[src/rtl/imm_extend_pipe.sv]
// imm_extend_pipe
//   Registered immediate extender that sits between instruction decode and the
//   ALU/branch-adder operand muxes. It widens an IN_W-bit immediate to OUT_W bits
//   in sign, zero, upper-load or branch-offset mode. A two-entry elastic buffer
//   (main + skid) gives full throughput with in-order results under backpressure.
//
// Parameters
//   IN_W     : input immediate width
//   OUT_W    : output width, must be >= IN_W + SHIFT_BR
//   SHIFT_BR : left shift applied in branch mode
//
// Ports
//   clk_i    : clock, rising edge
//   rst_i    : synchronous active-high reset
//   valid_i  : data_i/mode_i carry a request
//   ready_o  : a request is accepted this cycle (registered, state only)
//   data_i   : raw immediate
//   mode_i   : 00 sign, 01 zero, 10 upper, 11 branch
//   valid_o  : data_o carries a result
//   ready_i  : downstream takes the result this cycle
//   data_o   : extended immediate
module imm_extend_pipe #(
    parameter int unsigned IN_W     = 16,
    parameter int unsigned OUT_W    = 32,
    parameter int unsigned SHIFT_BR = 2
) (
    input  logic             clk_i,
    input  logic             rst_i,
    input  logic             valid_i,
    output logic             ready_o,
    input  logic [IN_W-1:0]  data_i,
    input  logic [1:0]       mode_i,
    output logic             valid_o,
    input  logic             ready_i,
    output logic [OUT_W-1:0] data_o
);

    localparam int unsigned ExtW = OUT_W - IN_W;

    if (OUT_W < IN_W + SHIFT_BR) begin : g_bad_params
        $error("imm_extend_pipe: OUT_W must be >= IN_W + SHIFT_BR");
    end

    typedef enum logic [1:0] {StEmpty, StOne, StFull} state_e;

    state_e            r_state;
    logic              r_valid;
    logic              r_ready;
    logic [OUT_W-1:0]  r_main;
    logic [OUT_W-1:0]  r_skid;

    logic signed [IN_W-1:0] w_in_s;
    logic [OUT_W-1:0]       w_sext;
    logic [OUT_W-1:0]       w_zext;
    logic [OUT_W-1:0]       w_result;
    logic                   w_accept;
    logic                   w_pop;

    // Extension arithmetic; signed size-cast performs the sign extension.
    assign w_in_s = data_i;
    assign w_sext = OUT_W'(w_in_s);
    assign w_zext = OUT_W'(data_i);

    always_comb begin
        w_result = w_sext;
        unique case (mode_i)
            2'b00: w_result = w_sext;
            2'b01: w_result = w_zext;
            2'b10: w_result = w_zext << ExtW;
            2'b11: w_result = w_sext << SHIFT_BR;
            default: w_result = w_sext;
        endcase
    end

    assign w_accept = valid_i & r_ready;
    assign w_pop    = r_valid & ready_i;

    // State plus registered handshake outputs; ready_o never sees ready_i
    // combinationally, it only changes with the state.
    always_ff @(posedge clk_i) begin
        if (rst_i) begin
            r_state <= StEmpty;
            r_valid <= 1'b0;
            r_ready <= 1'b1;
            r_main  <= '0;
            r_skid  <= '0;
        end else begin
            unique case (r_state)
                StEmpty: begin
                    if (w_accept) begin
                        r_main  <= w_result;
                        r_valid <= 1'b1;
                        r_state <= StOne;
                    end
                end
                StOne: begin
                    if (w_accept && !w_pop) begin
                        r_skid  <= w_result;
                        r_ready <= 1'b0;
                        r_state <= StFull;
                    end else if (w_pop && !w_accept) begin
                        r_valid <= 1'b0;
                        r_state <= StEmpty;
                    end else if (w_pop && w_accept) begin
                        // Pass-through: popped value leaves, new one takes main.
                        r_main <= w_result;
                    end
                end
                StFull: begin
                    if (w_pop) begin
                        r_main  <= r_skid;
                        r_skid  <= '0;
                        r_ready <= 1'b1;
                        r_state <= StOne;
                    end
                end
                default: begin
                    r_state <= StEmpty;
                    r_valid <= 1'b0;
                    r_ready <= 1'b1;
                end
            endcase
        end
    end

    assign ready_o = r_ready;
    assign valid_o = r_valid;
    assign data_o  = r_main;

endmodule

[config.mk]
export PLATFORM = sky130hd
export DESIGN_NAME = imm_extend_pipe
export DESIGN_NICKNAME = d
export VERILOG_FILES = /design/src/rtl/imm_extend_pipe.sv
export SDC_FILE = /design/constraint.sdc
export NUM_CORES = 1
export LEC_CHECK = 0
export ABC_CLOCK_PERIOD_IN_PS = 3570
export BUFFER_PORTS_ARGS = -buffer_cell sky130_fd_sc_hd__buf_2
export CELL_PAD_IN_SITES_DETAIL_PLACEMENT = 0
export CELL_PAD_IN_SITES_GLOBAL_PLACEMENT = 1
export CORE_AREA = 5 5 91 93
export CTS_BUF_LIST = sky130_fd_sc_hd__clkbuf_8
export DETAILED_ROUTE_END_ITERATION = 7
export DIE_AREA = 0 0 96 98
export GPL_TIMING_DRIVEN = 0
export PLACE_DENSITY = 0.9
export SYNTH_ARGS = -nofsm -noshare
export SYNTH_HDL_FRONTEND = slang
export SYNTH_SLANG_ARGS = --single-unit
[constraint.sdc]
create_clock -name clk_i -period 3.57 [get_ports clk_i]
set_clock_uncertainty 0.05 [all_clocks]
set_input_delay 0.5355 -clock clk_i [delete_from_list [all_inputs] [get_ports clk_i]]
set_output_delay 0.5355 -clock clk_i [all_outputs]
set_load 0.02 [all_outputs]
# Word level (Yosys, flattened, before mapping)
# Cells that the tools add are included.
op_classes:
  eq_ne: 13
  muxes: 22
  bitwise: 4
  n_reduce_logical: 14
op_table:
  columns: ["cell", "n"]
  rows:
  - ["$mux W32", 7]
  - ["$pmux W32 S4", 1]
  - ["$pmux W32 S3", 1]
  - ["$pmux W32 S2", 1]
  - ["$ne A2 B2 Y1 const B", 7]
  - ["$reduce_and A3 Y1", 3]
  - ["$mux W2", 4]
  - ["$eq A2 B2 Y1 const B", 3]
  - ["$pmux W1 S3", 2]
  - ["$pmux W2 S3", 1]
  - ["$reduce_and A6 Y1", 1]
  - ["$mux W1", 5]
  - ["$eq A2 B1 Y1 const B", 2]
  - ["$logic_not A2 Y1", 2]
  - ["$reduce_and A4 Y1", 1]
  - ["$logic_and A1 B1 Y1", 3]
  - ["$ne A3 B3 Y1 const B", 1]
  - ["$reduce_bool A3 Y1", 1]
  - ["$and A1 B1 Y1", 2]
  - ["$logic_not A1 Y1", 2]
  - ["$not A1 Y1", 2]
  - ["$reduce_bool A2 Y1", 1]
word_totals:
  register_bits: 68
  in_bits: 22
  out_inout_bits: 34
  elab_cells: 58

# Depth between registers and ports, before layout
# Gate-level depths: netlist of run 1.
depth:
  word_depth: 6
  ltp_mapped: 9
  depth_no_buf: 7

# Worst setup path before layout of run 1
# OpenSTA, ideal clock, no wires.
synth_timing:
  path_type: "input -> register"
  start: "in ready_i"
  end: "reg r_main[21], in the netlist data_o[21]"
  setup_ns: 0.068
  t_arrival_ns: 1.960
  required_ns: 3.452
  setup_slack_ns: 1.492
  stages: 9
  n_path_buf: 2
  cell_sequence: "nand2_1 > inv_1 > ha_1 > nor4b_4 > a211oi_2 > or2_1 > buf_4 > buf_6 > o2bb2ai_2"
synth_between:
  elab_chain_len: 5
synth_rtl:
  columns: ["item", "line", "rtl"]
  rows:
  - ["from (decl)", "34", "input logic ready_i,"]
  - ["$and A1 B1 Y1 (*)", "76", "assign w_pop = r_valid & ready_i;"]
  - ["$logic_not A1 Y1", "97", "if (w_accept && !w_pop) begin"]
  - ["$logic_and A1 B1 Y1", "97", null]
  - ["$ne A2 B2 Y1 (no source line)", null, null]
  - ["$reduce_and A6 Y1 (no source line) (*)", null, null]
  - ["to (signal assigned)", "91", "r_main <= w_result;"]
  - ["to (signal assigned)", "106", "r_main <= w_result;"]
  - ["to (signal assigned)", "111", "r_main <= r_skid;"]
  - ["to (decl)", "49", "logic [OUT_W-1:0] r_main;"]
# Mark *: on every way between the ends. The rest lies on a longest branch, timed or not.
# A chain may end at the register's enable or synchronous reset.

# Final worst setup path of run 1
layout_timing:
  start: "reg r_valid, in the netlist valid_o"
  end: "reg r_skid[17]"
layout_between:
  elab_chain_len: 5
layout_rtl:
  columns: ["item", "line", "rtl"]
  rows:
  - ["from (decl)", "47", "logic r_valid;"]
  - ["from (signal assigned)", "83", "r_valid <= 1'b0;"]
  - ["from (signal assigned)", "92", "r_valid <= 1'b1;"]
  - ["from (signal assigned)", "102", "r_valid <= 1'b0;"]
  - ["$and A1 B1 Y1 (*)", "76", null]
  - ["$logic_not A1 Y1", "97", null]
  - ["$logic_and A1 B1 Y1", "97", null]
  - ["$ne A2 B2 Y1 (no source line)", null, null]
  - ["$reduce_and A3 Y1 (no source line) (*)", null, null]
  - ["to (signal assigned)", "98", "r_skid <= w_result;"]
  - ["to (decl)", "50", "logic [OUT_W-1:0] r_skid;"]
# Marked as above.

==> flow_summary.json, run 1 <==
{
  "run_status": "completed",
  "power.leakage_uw": 0.00167,
  "async_flop_share_pct": 0,
  "vias": 2907,
  "clkSinkCount": 68,
  "fin_crit_ps": 2150,
  "p_int_uw": 1270,
  "cts_buffers": 9,
  "syn_avg_cell_area_um2": 8.80,
  "grt_pass1_vias": 2872,
  "worst_pin_slew_ps": 592,
  "p_switching_uw": 571,
  "clk_path_buf_depth": 2,
  "ir_drop_uv": 229,
  "drt_first_pass_iters": 5,
  "start_util_pct": 44.8,
  "cts_setup_buffers": 0,
  "clock_tree.root_cell": "clkbuf_8",
  "worstPathCellList": "nand2_1 > ha_1 > nand3b_1 > o21ai_4 > nor2_1 > buf_2 > a22o_1",
  "layout.nets": 468,
  "wl_um": 8520,
  "yosys_warnings": 0,
  "finalHoldViolCount": 0,
  "yosys.cell_types.count": 37,
  "remaining_drc_errors": 0,
  "area_growth_pct": 17.9,
  "drive_gt1_share_pct": 25.4,
  "syn_nets": 404,
  "cap_viol_max_count": 0,
  "diodes": 0,
  "endpoint_kind": "flop",
  "cts.clk_slew.worst_paths_ps": 80,
  "clk_latency_ps": 350,
  "hold_class": "reg -> reg",
  "cpPeakStageDelay_ps": 370,
  "worstPathRequired_ps": 3820,
  "track_usage_pct": 18.8,
  "die_h_um": 98,
  "ys.flop_type": "dfxtp_1",
  "antenna_found_initial": 0,
  "cts_tree": "built",
  "die_area_um2": 9410,
  "synth_edf_count": 0,
  "wl_per_cell_um": 15.5,
  "p_total_uw": 1840,
  "holdBufCountCts": 0,
  "r2r_slack_ps": 1420,
  "pwr_density_cell_nw_per_um2": 469,
  "io_buffers": 53,
  "vias_per_cell": 5.29,
  "max_freq_mhz": 465,
  "cts-htree-levels": 3,
  "crit_type": "reg -> reg",
  "grt_pass1_wl_um": 14000,
  "slew-limit-headroom_pct": 60.5,
  "switching_share_pct": 31.0,
  "cts_resized": 0,
  "drt_iter0_drc": 117,
  "p_clk_share_pct": 36.0,
  "tns_ps": 0,
  "pwr-share-comb_pct": 19.0,
  "gp_congestion": 0.903,
  "drtAntennaViolNets": 0,
  "overflow": 0,
  "ioPinCount": 56,
  "setup_viol": 0,
  "start_kind": "flop",
  "syn_area_um2": 3340,
  "cp.arrival_ps": 2400,
  "rows": 32,
  "coreArea_um2": 7450,
  "rsz0062_at_grt": "false",
  "slowest_stage": "dfxtp_1",
  "critPathMaxFanout": 10,
  "grt_max_degree": 15,
  "place_hpwl_um": 6470,
  "synth_seq_cells": 68,
  "synthCells": 379,
  "fin_crit_sh_pct": 60.3,
  "drv_slew": 0,
  "seqPwrFrac_pct": 45.0,
  "die_x_um": 96,
  "yosysSeqAreaShare_pct": 40.8
}
[path summary, 6_finish.rpt]
check,depth (start not counted),from,to
setup reg to reg,7,valid_o,r_skid[17]
hold / removal,2,r_skid[1],r_skid[1]
hold reg to reg,2,r_skid[1],r_skid[1]
setup / recovery,7,valid_o,r_skid[17]
[kinds of logic (layout without fill, tap and decap cells)]
group           count (synthesis)  count (layout)  synth area share [%]
fa+ha+maj                       3               3                  1.13
mux                            16              16                  4.80
flops                          68              68                  40.8
buf+inv                        40             109                  5.81
compound gates                117             117                  25.3
simple gates                  135             135                  22.1
[power groups by stage]
stage | Clock, uW | Sequential (uW) | Combinational (uW)
after floorplan | 0 | 882 | 208
after global placement | 0 | 844 | 343
after detailed placement | 0 | 846 | 350
after CTS | 671 | 829 | 351
after global routing | 702 | 835 | 383
final | 664 | 829 | 350
[final cells by class]
type | instances | area [um2]
flip-flops and latches | 68 | 1360
clock inverters | 7 | 81.3
repair buffers | 53 | 265
fillers | 747 | 3510
multi-input cells | 271 | 1780
clock buffers | 9 | 124
plain buffers | 35 | 175
well taps | 102 | 128
inverters | 5 | 18.8
[layer usage]
layer	share of wire [%]	global-route usage, %	vias to the layer above
met3	5.0	4.62	20
met5	0	0	-
met2	47	29.8	70
met1	46	24.2	1350
met4	2.2	7.66	0
li1	-	-	1467
[critical path, delay by kind of cell, from the launching register on]
kind / cells / cell delay [ps]
and+or+nand+nor: 3 / 740
DFF: 1 / 370
AOI/OAI and AO/OA: 2 / 330
adders and majority gates: 1 / 310
buffers and inverters: 1 / 310
[sequential cells by signal, indices dropped and copies added (netlist names)]
name / count
r_skid: 32
data_o: 32
ready_o: 1
valid_o: 1
r_state: 2
[stage by stage]
stage | util, % | hold slack (ps) | area, um2 | instances | setup slack [ps]
6_report | 52.8 | 410 | 3930 | 550 | 1420
5_1_grt | 52.8 | 428 | 3930 | 550 | 1280
4_1_cts | 52.8 | 412 | 3930 | 550 | 1410
3_5_place_dp | 50.1 | 401 | 3730 | 534 | 1160
3_3_place_gp | 50.1 | 393 | 3730 | 534 | 1220
2_1_floorplan | - | 382 | 3340 | 379 | 1490
[layout by cell type, fill, tap and decap left out, types with 2 or more instances in the layout]
cell and count:
a21oi_1 33, a221oi_1 2, a22o_1 14, a22oi_1 3, a31o_2 14, and2_1 2, buf_2 64, buf_4 4
buf_6 2, clkbuf_1 18, clkbuf_8 9, clkinv_4 2, dfxtp_1 68, ha_1 3, inv_1 5, inv_6 3
mux2i_1 16, nand2_1 19, nand2b_1 15, nand3_1 16, nand3b_1 16, nor2_1 37, nor2b_1 19, nor3_1 3
o21ai_0 27, o21ai_1 6, o2bb2ai_1 4, o2bb2ai_2 10
[cells in the mapped netlist (2+ instances only)]
library cell	instances	share of area (%)
dfxtp_1	68	41
nor2_1	37	4.2
a21oi_1	33	5.0
o21ai_0	27	4.1
nand2_1	19	2.1
nor2b_1	19	3.6
clkbuf_1	18	2.0
mux2i_1	16	4.8
nand3_1	16	2.4
nand3b_1	16	3.6
nand2b_1	15	2.8
a22o_1	14	3.7
a31o_2	14	3.7
buf_2	11	1.7
o2bb2ai_2	10	4.5
o21ai_1	6	0.90
inv_1	5	0.56
buf_4	4	0.90
o2bb2ai_1	4	1.1
a22oi_1	3	0.68
ha_1	3	1.1
nor3_1	3	0.45
a221oi_1	2	0.53
and2_1	2	0.38
buf_6	2	0.68
No activity file was read; power rests on OpenSTA's default activity.
==> inputs of run 2 (changes only) <==
==> config.mk (replaced) <==
export PLATFORM = sky130hd
export DESIGN_NAME = imm_extend_pipe
export DESIGN_NICKNAME = d
export VERILOG_FILES = /design/src/rtl/imm_extend_pipe.sv
export SDC_FILE = /design/constraint.sdc
export NUM_CORES = 1
export LEC_CHECK = 0
export ABC_CLOCK_PERIOD_IN_PS = 2000
export BUFFER_PORTS_ARGS = -buffer_cell sky130_fd_sc_hd__buf_2
export CELL_PAD_IN_SITES_DETAIL_PLACEMENT = 0
export CELL_PAD_IN_SITES_GLOBAL_PLACEMENT = 1
export CORE_AREA = 5 5 94 96
export CTS_BUF_LIST = sky130_fd_sc_hd__clkbuf_8
export DETAILED_ROUTE_END_ITERATION = 7
export DIE_AREA = 0 0 99 101
export GPL_TIMING_DRIVEN = 0
export PLACE_DENSITY = 0.85
export SYNTH_ARGS = -nofsm -noshare
export SYNTH_HDL_FRONTEND = slang
export SYNTH_SLANG_ARGS = --single-unit
==> constraint.sdc (replaced) <==
create_clock -name clk_i -period 2 [get_ports clk_i]
set_clock_uncertainty 0.05 [all_clocks]
set_input_delay 0.3 -clock clk_i [delete_from_list [all_inputs] [get_ports clk_i]]
set_output_delay 0.3 -clock clk_i [all_outputs]
set_load 0.02 [all_outputs]
==> flow_summary.json, run 2 (synthesis results as in run 1) <==
{
  "run_status": "completed",
  "dp_slack_ps": -178,
  "cp.depth": 9,
  "pwr_density_cell_nw_per_um2": 804,
  "layout.nets": 476,
  "mostFrequentLayoutCell": "dfxtp_1",
  "clk_path_buf_depth": 2,
  "remaining_drc_errors": 0,
  "drv_slew": 0,
  "cpPeakStageDelay_ps": 360,
  "r2r-start": "ready_o",
  "final_cell_mix": "66 x dfxtp_1, 65 x buf_2, 36 x nor2_1",
  "drive_gt1_share_pct": 29.2,
  "wl_um": 8780,
  "start_kind": "flop",
  "cts.clk_slew.worst_paths_ps": 80,
  "cts_buffers": 9,
  "diodes": 0,
  "overflow": 0,
  "die_area_um2": 10000,
  "grt_pass1_vias": 2925,
  "clkSinkCount": 68,
  "ioPinCount": 56,
  "start_util_pct": 41.9,
  "pwr-share-comb_pct": 20.5,
  "coreArea_um2": 7970,
  "critPathTopFamily": "simple AND/OR/NAND/NOR gates",
  "grt_pass1_wl_um": 14500,
  "cap_viol_max_count": 0,
  "place_hpwl_um": 6440,
  "rsz0062_at_grt": "true",
  "max_freq_mhz": 519,
  "grt_max_degree": 13,
  "holdWs_ps": 194,
  "drt_first_pass_iters": 4,
  "worstPathCellList": "nand2_4 > inv_2 > ha_4 > nor4b_4 > a211oi_4 > or2_4 > buf_6 > buf_12 > o2bb2ai_2",
  "finalHoldViolCount": 0,
  "tns_ps": 0,
  "cp.arrival_ps": 2150,
  "wl_per_cell_um": 15.7,
  "r2r_slack_ps": 70,
  "seqPwrFrac_pct": 45.2,
  "die_h_um": 101,
  "vias_per_cell": 5.25,
  "slew-limit-headroom_pct": 65.0,
  "fin_crit_ps": 1930,
  "layout_setup_ws_ps": 75.0,
  "fin_util_pct": 51.2,
  "worstPathRequired_ps": 2230,
  "worst_pin_slew_ps": 525,
  "antenna_found_initial": 0,
  "critPathMaxFanout": 10,
  "reg2reg_to": "data_o[26]",
  "hold_class": "in -> reg",
  "drt_iter0_drc": 132,
  "track_usage_pct": 18.0,
  "placed_cells": 537,
  "setup_viol": 0,
  "io_buffers": 53,
  "r2r_cells": 9,
  "gp_congestion": 0.859,
  "critPathLaunch": "ready_o",
  "slowest_stage": "dfxtp_4",
  "ir_drop_uv": 337,
  "power.leakage_uw": 0.00172,
  "p_switching_uw": 1000,
  "vias": 2940,
  "clk_latency_ps": 350,
  "fin_crit_sh_pct": 96.3,
  "endpoint_kind": "flop",
  "rows": 33,
  "die_x_um": 99,
  "clock_tree.root_cell": "clkbuf_8",
  "area_growth_pct": 22.3,
  "cts-htree-levels": 3,
  "p_int_uw": 2280,
  "layout.cells.non_filler": 560,
  "holdBufCountCts": 0,
  "crit_type": "reg -> reg",
  "cts_tree": "built",
  "worst-path-buf-inv": 3,
  "p_clk_share_pct": 34.3,
  "endpoint": "data_o[26]",
  "drtAntennaViolNets": 0,
  "switching_share_pct": 30.6
}
-- run 2: changes by cell type in the layout (fill, tap and decap cells not counted), sizes merged --
cell	before	now
buf	70	78
clkinvlp	1	3
inv	8	5
-- run 2: worst min-delay path, delay by kind of cell --
family,cells,cell delay (ps)
AO/OA/AOI/OAI,1,60
buffers and inverters,1,130
AND/OR/NAND/NOR,1,60
-- run 2: layout make-up --
class,instances,area [um2]
buffer,35,193
clock buffer,9,124
clock inverter,6,66.3
fill,726,3890
inverter,5,18.8
multi-input combinational,271,1850
sequential,68,1370
tap,105,131
timing repair buffer,61,323
-- run 2: repair_timing --
item                       4_1_cts  5_1_grt
pin swaps                        2        5
setup buffers                    1        6
gates resized for setup          2       24
cloned                           0        1
setup endpoints to repair       30       53
-- run 2: per-layer routing --
layer	global-route usage [%]	vias up	share of wire, %
li1	-	1484	-
met1	23.8	1355	46
met2	28.6	91	47
met3	4.64	10	5.5
met4	5.67	0	1.2
met5	0	-	0
-- run 2: power groups by stage --
stage / Clock [uW] / Sequential, uW / Combinational, uW
final: 1120 / 1480 / 674
after global placement: 0 / 1510 / 617
after CTS: 1140 / 1480 / 632
after floorplan: 0 / 1570 / 372
after global routing: 1210 / 1490 / 740
after detailed placement: 0 / 1510 / 625
-- run 2: per-stage QoR --
| stage | power [uW] | instance area [um2] |
|---|---|---|
| floorplan | 1950 | 3340 |
| global placement | 2120 | 3730 |
| detailed placement | 2130 | 3730 |
| CTS | 3250 | 3940 |
| global route | 3440 | 4080 |
| finish | 3280 | 4080 |
-- run 2: worst min-delay path by stage --
stage	start	end	slack (ps)	depth (start not counted)
5_1_grt	data_i[1]	r_skid[1]	210	3
3_3_place_gp	r_skid[1]	r_skid[1]	390	2
4_1_cts	data_i[1]	r_skid[1]	180	3
2_1_floorplan	r_skid[0]	r_skid[0]	380	2
6_report	data_i[1]	r_skid[1]	190	3
3_5_place_dp	r_skid[1]	r_skid[1]	400	2
==> inputs of run 3 (changes only) <==
--- a/config.mk
+++ b/config.mk
@@ -15,6 +15,7 @@
 export DIE_AREA = 0 0 99 101
 export GPL_TIMING_DRIVEN = 0
 export PLACE_DENSITY = 0.85
+export REMOVE_ABC_BUFFERS = 1
 export SYNTH_ARGS = -nofsm -noshare
 export SYNTH_HDL_FRONTEND = slang
 export SYNTH_SLANG_ARGS = --single-unit
==> flow_summary.json, run 3 (synthesis results as in run 1) <==
{
  "cts_tree": "built",
  "r2r_slack_ps": 60,
  "grt_pass1_wl_um": 13600,
  "gp_congestion": 0.813,
  "layout.nets": 450,
  "cp.arrival_ps": 2170,
  "fill_cells": 780,
  "hold_class": "in -> reg",
  "p_switching_uw": 992,
  "drtAntennaViolNets": 0,
  "vias": 2857,
  "cts.clk_slew.worst_paths_ps": 70,
  "die_area_um2": 10000,
  "coreArea_um2": 7970,
  "cts_buffers": 9,
  "clock_tree.root_cell": "clkbuf_8",
  "power.leakage_uw": 0.00169,
  "cap_viol_max_count": 0,
  "worstPathRequired_ps": 2230,
  "io_buffers": 55,
  "p_int_uw": 2410,
  "antenna_found_initial": 0,
  "vias_per_cell": 5.34,
  "drive_gt1_share_pct": 30.0,
  "wl_um": 8400,
  "switching_share_pct": 29.2,
  "rows": 33,
  "cts-htree-levels": 3,
  "die_h_um": 101,
  "seqPwrFrac_pct": 43.8,
  "endpoint_kind": "flop",
  "grt_pass1_vias": 2684,
  "diodes": 0,
  "track_usage_pct": 17.1,
  "finalHoldViolCount": 0,
  "worst_pin_slew_ps": 790,
  "fin_crit_ps": 1940,
  "holdWs_ps": 198,
  "grt_max_degree": 46,
  "rsz0062_at_grt": "true",
  "fin_crit_sh_pct": 97.1,
  "fin_util_pct": 50.5,
  "slew-limit-headroom_pct": 47.4,
  "pwr_density_cell_nw_per_um2": 845,
  "critPathMaxFanout": 14,
  "p_total_uw": 3400,
  "fin_area_um2": 4020,
  "start_util_pct": 41.9,
  "place_hpwl_um": 5130,
  "area_growth_pct": 20.6,
  "die_x_um": 99,
  "placed_area_um2": 3590,
  "crit_type": "reg -> reg",
  "clkSinkCount": 68,
  "p_clk_share_pct": 36.6,
  "setup_viol": 0,
  "drt_iter0_drc": 136,
  "remaining_drc_errors": 0,
  "clk_path_buf_depth": 2,
  "drv_slew": 0,
  "tns_ps": 0,
  "wl_per_cell_um": 15.7,
  "ir_drop_uv": 407,
  "pwr-share-comb_pct": 19.7,
  "overflow": 0,
  "max_freq_mhz": 515,
  "final_cell_mix": "64 x dfxtp_1, 55 x buf_2, 36 x nor2_1",
  "drt_first_pass_iters": 4,
  "run_status": "completed",
  "mostFrequentLayoutCell": "dfxtp_1",
  "ioPinCount": 56,
  "start_kind": "flop",
  "clk_latency_ps": 350
}
[run 3: per-layer routing]
layer  up-vias  track usage [%]  share of wire [%]
li1       1441                -                  -
met1      1344             21.6                 45
met2        53             26.6                 47
met3        19             4.29                3.9
met4         0             9.77                3.4
met5         -                0                  0
[run 3: power by group through the flow]
stage / combinational [uW] / sequential (uW) / clock [uW]
6_report: 669 / 1490 / 1240
3_5_place_dp: 582 / 1510 / 0
4_1_cts: 631 / 1480 / 1270
5_1_grt: 733 / 1500 / 1330
3_3_place_gp: 568 / 1510 / 0
2_1_floorplan: 313 / 1580 / 0
[run 3: what timing repair did]
action | 4_1_cts | 5_1_grt
setup endpoints to repair | 61 | 57
hold buffers | 0 | 0
buffers inserted | 4 | 8
pin swaps | 3 | 2
gates resized for setup | 12 | 12
cloned | 2 | 0
[run 3: critical path, stage by stage, from the launching register on]
cell	delay (ps)
dfxtp_2	340
nand2_4	90
inv_1	70
ha_1	290
a211oi_4	490
and2b_4	390
o2bb2ai_1	140
[run 3: through the flow]
stage	instances	worst slack (ps)
after detailed placement	505	-1360
final	535	57.8
after global routing	535	-15.4
after floorplan	344	-872
after CTS	527	14.6
after global placement	504	-1740
[run 3: final cells by class]
| class | instances | area (um2) | share of cell area, % |
|---|---|---|---|
| Multi-Input combinational cell | 273 | 1870 | 46.5 |
| Sequential cell | 68 | 1370 | 34.0 |
| Timing Repair Buffer | 68 | 422 | 10.5 |
| Tap cell | 105 | 131 | 3.26 |
| Clock buffer | 9 | 124 | 3.08 |
| Clock inverter | 7 | 91.3 | 2.27 |
| Inverter | 5 | 18.8 | 0.466 |
[run 3: path summary, 6_finish.rpt]
kind,start,to,cells after the start
max reg2reg,valid_o,data_o[17],6
max,valid_o,data_o[17],6
min,data_i[1],r_skid[1],3
min reg2reg,data_o[20],data_o[20],1
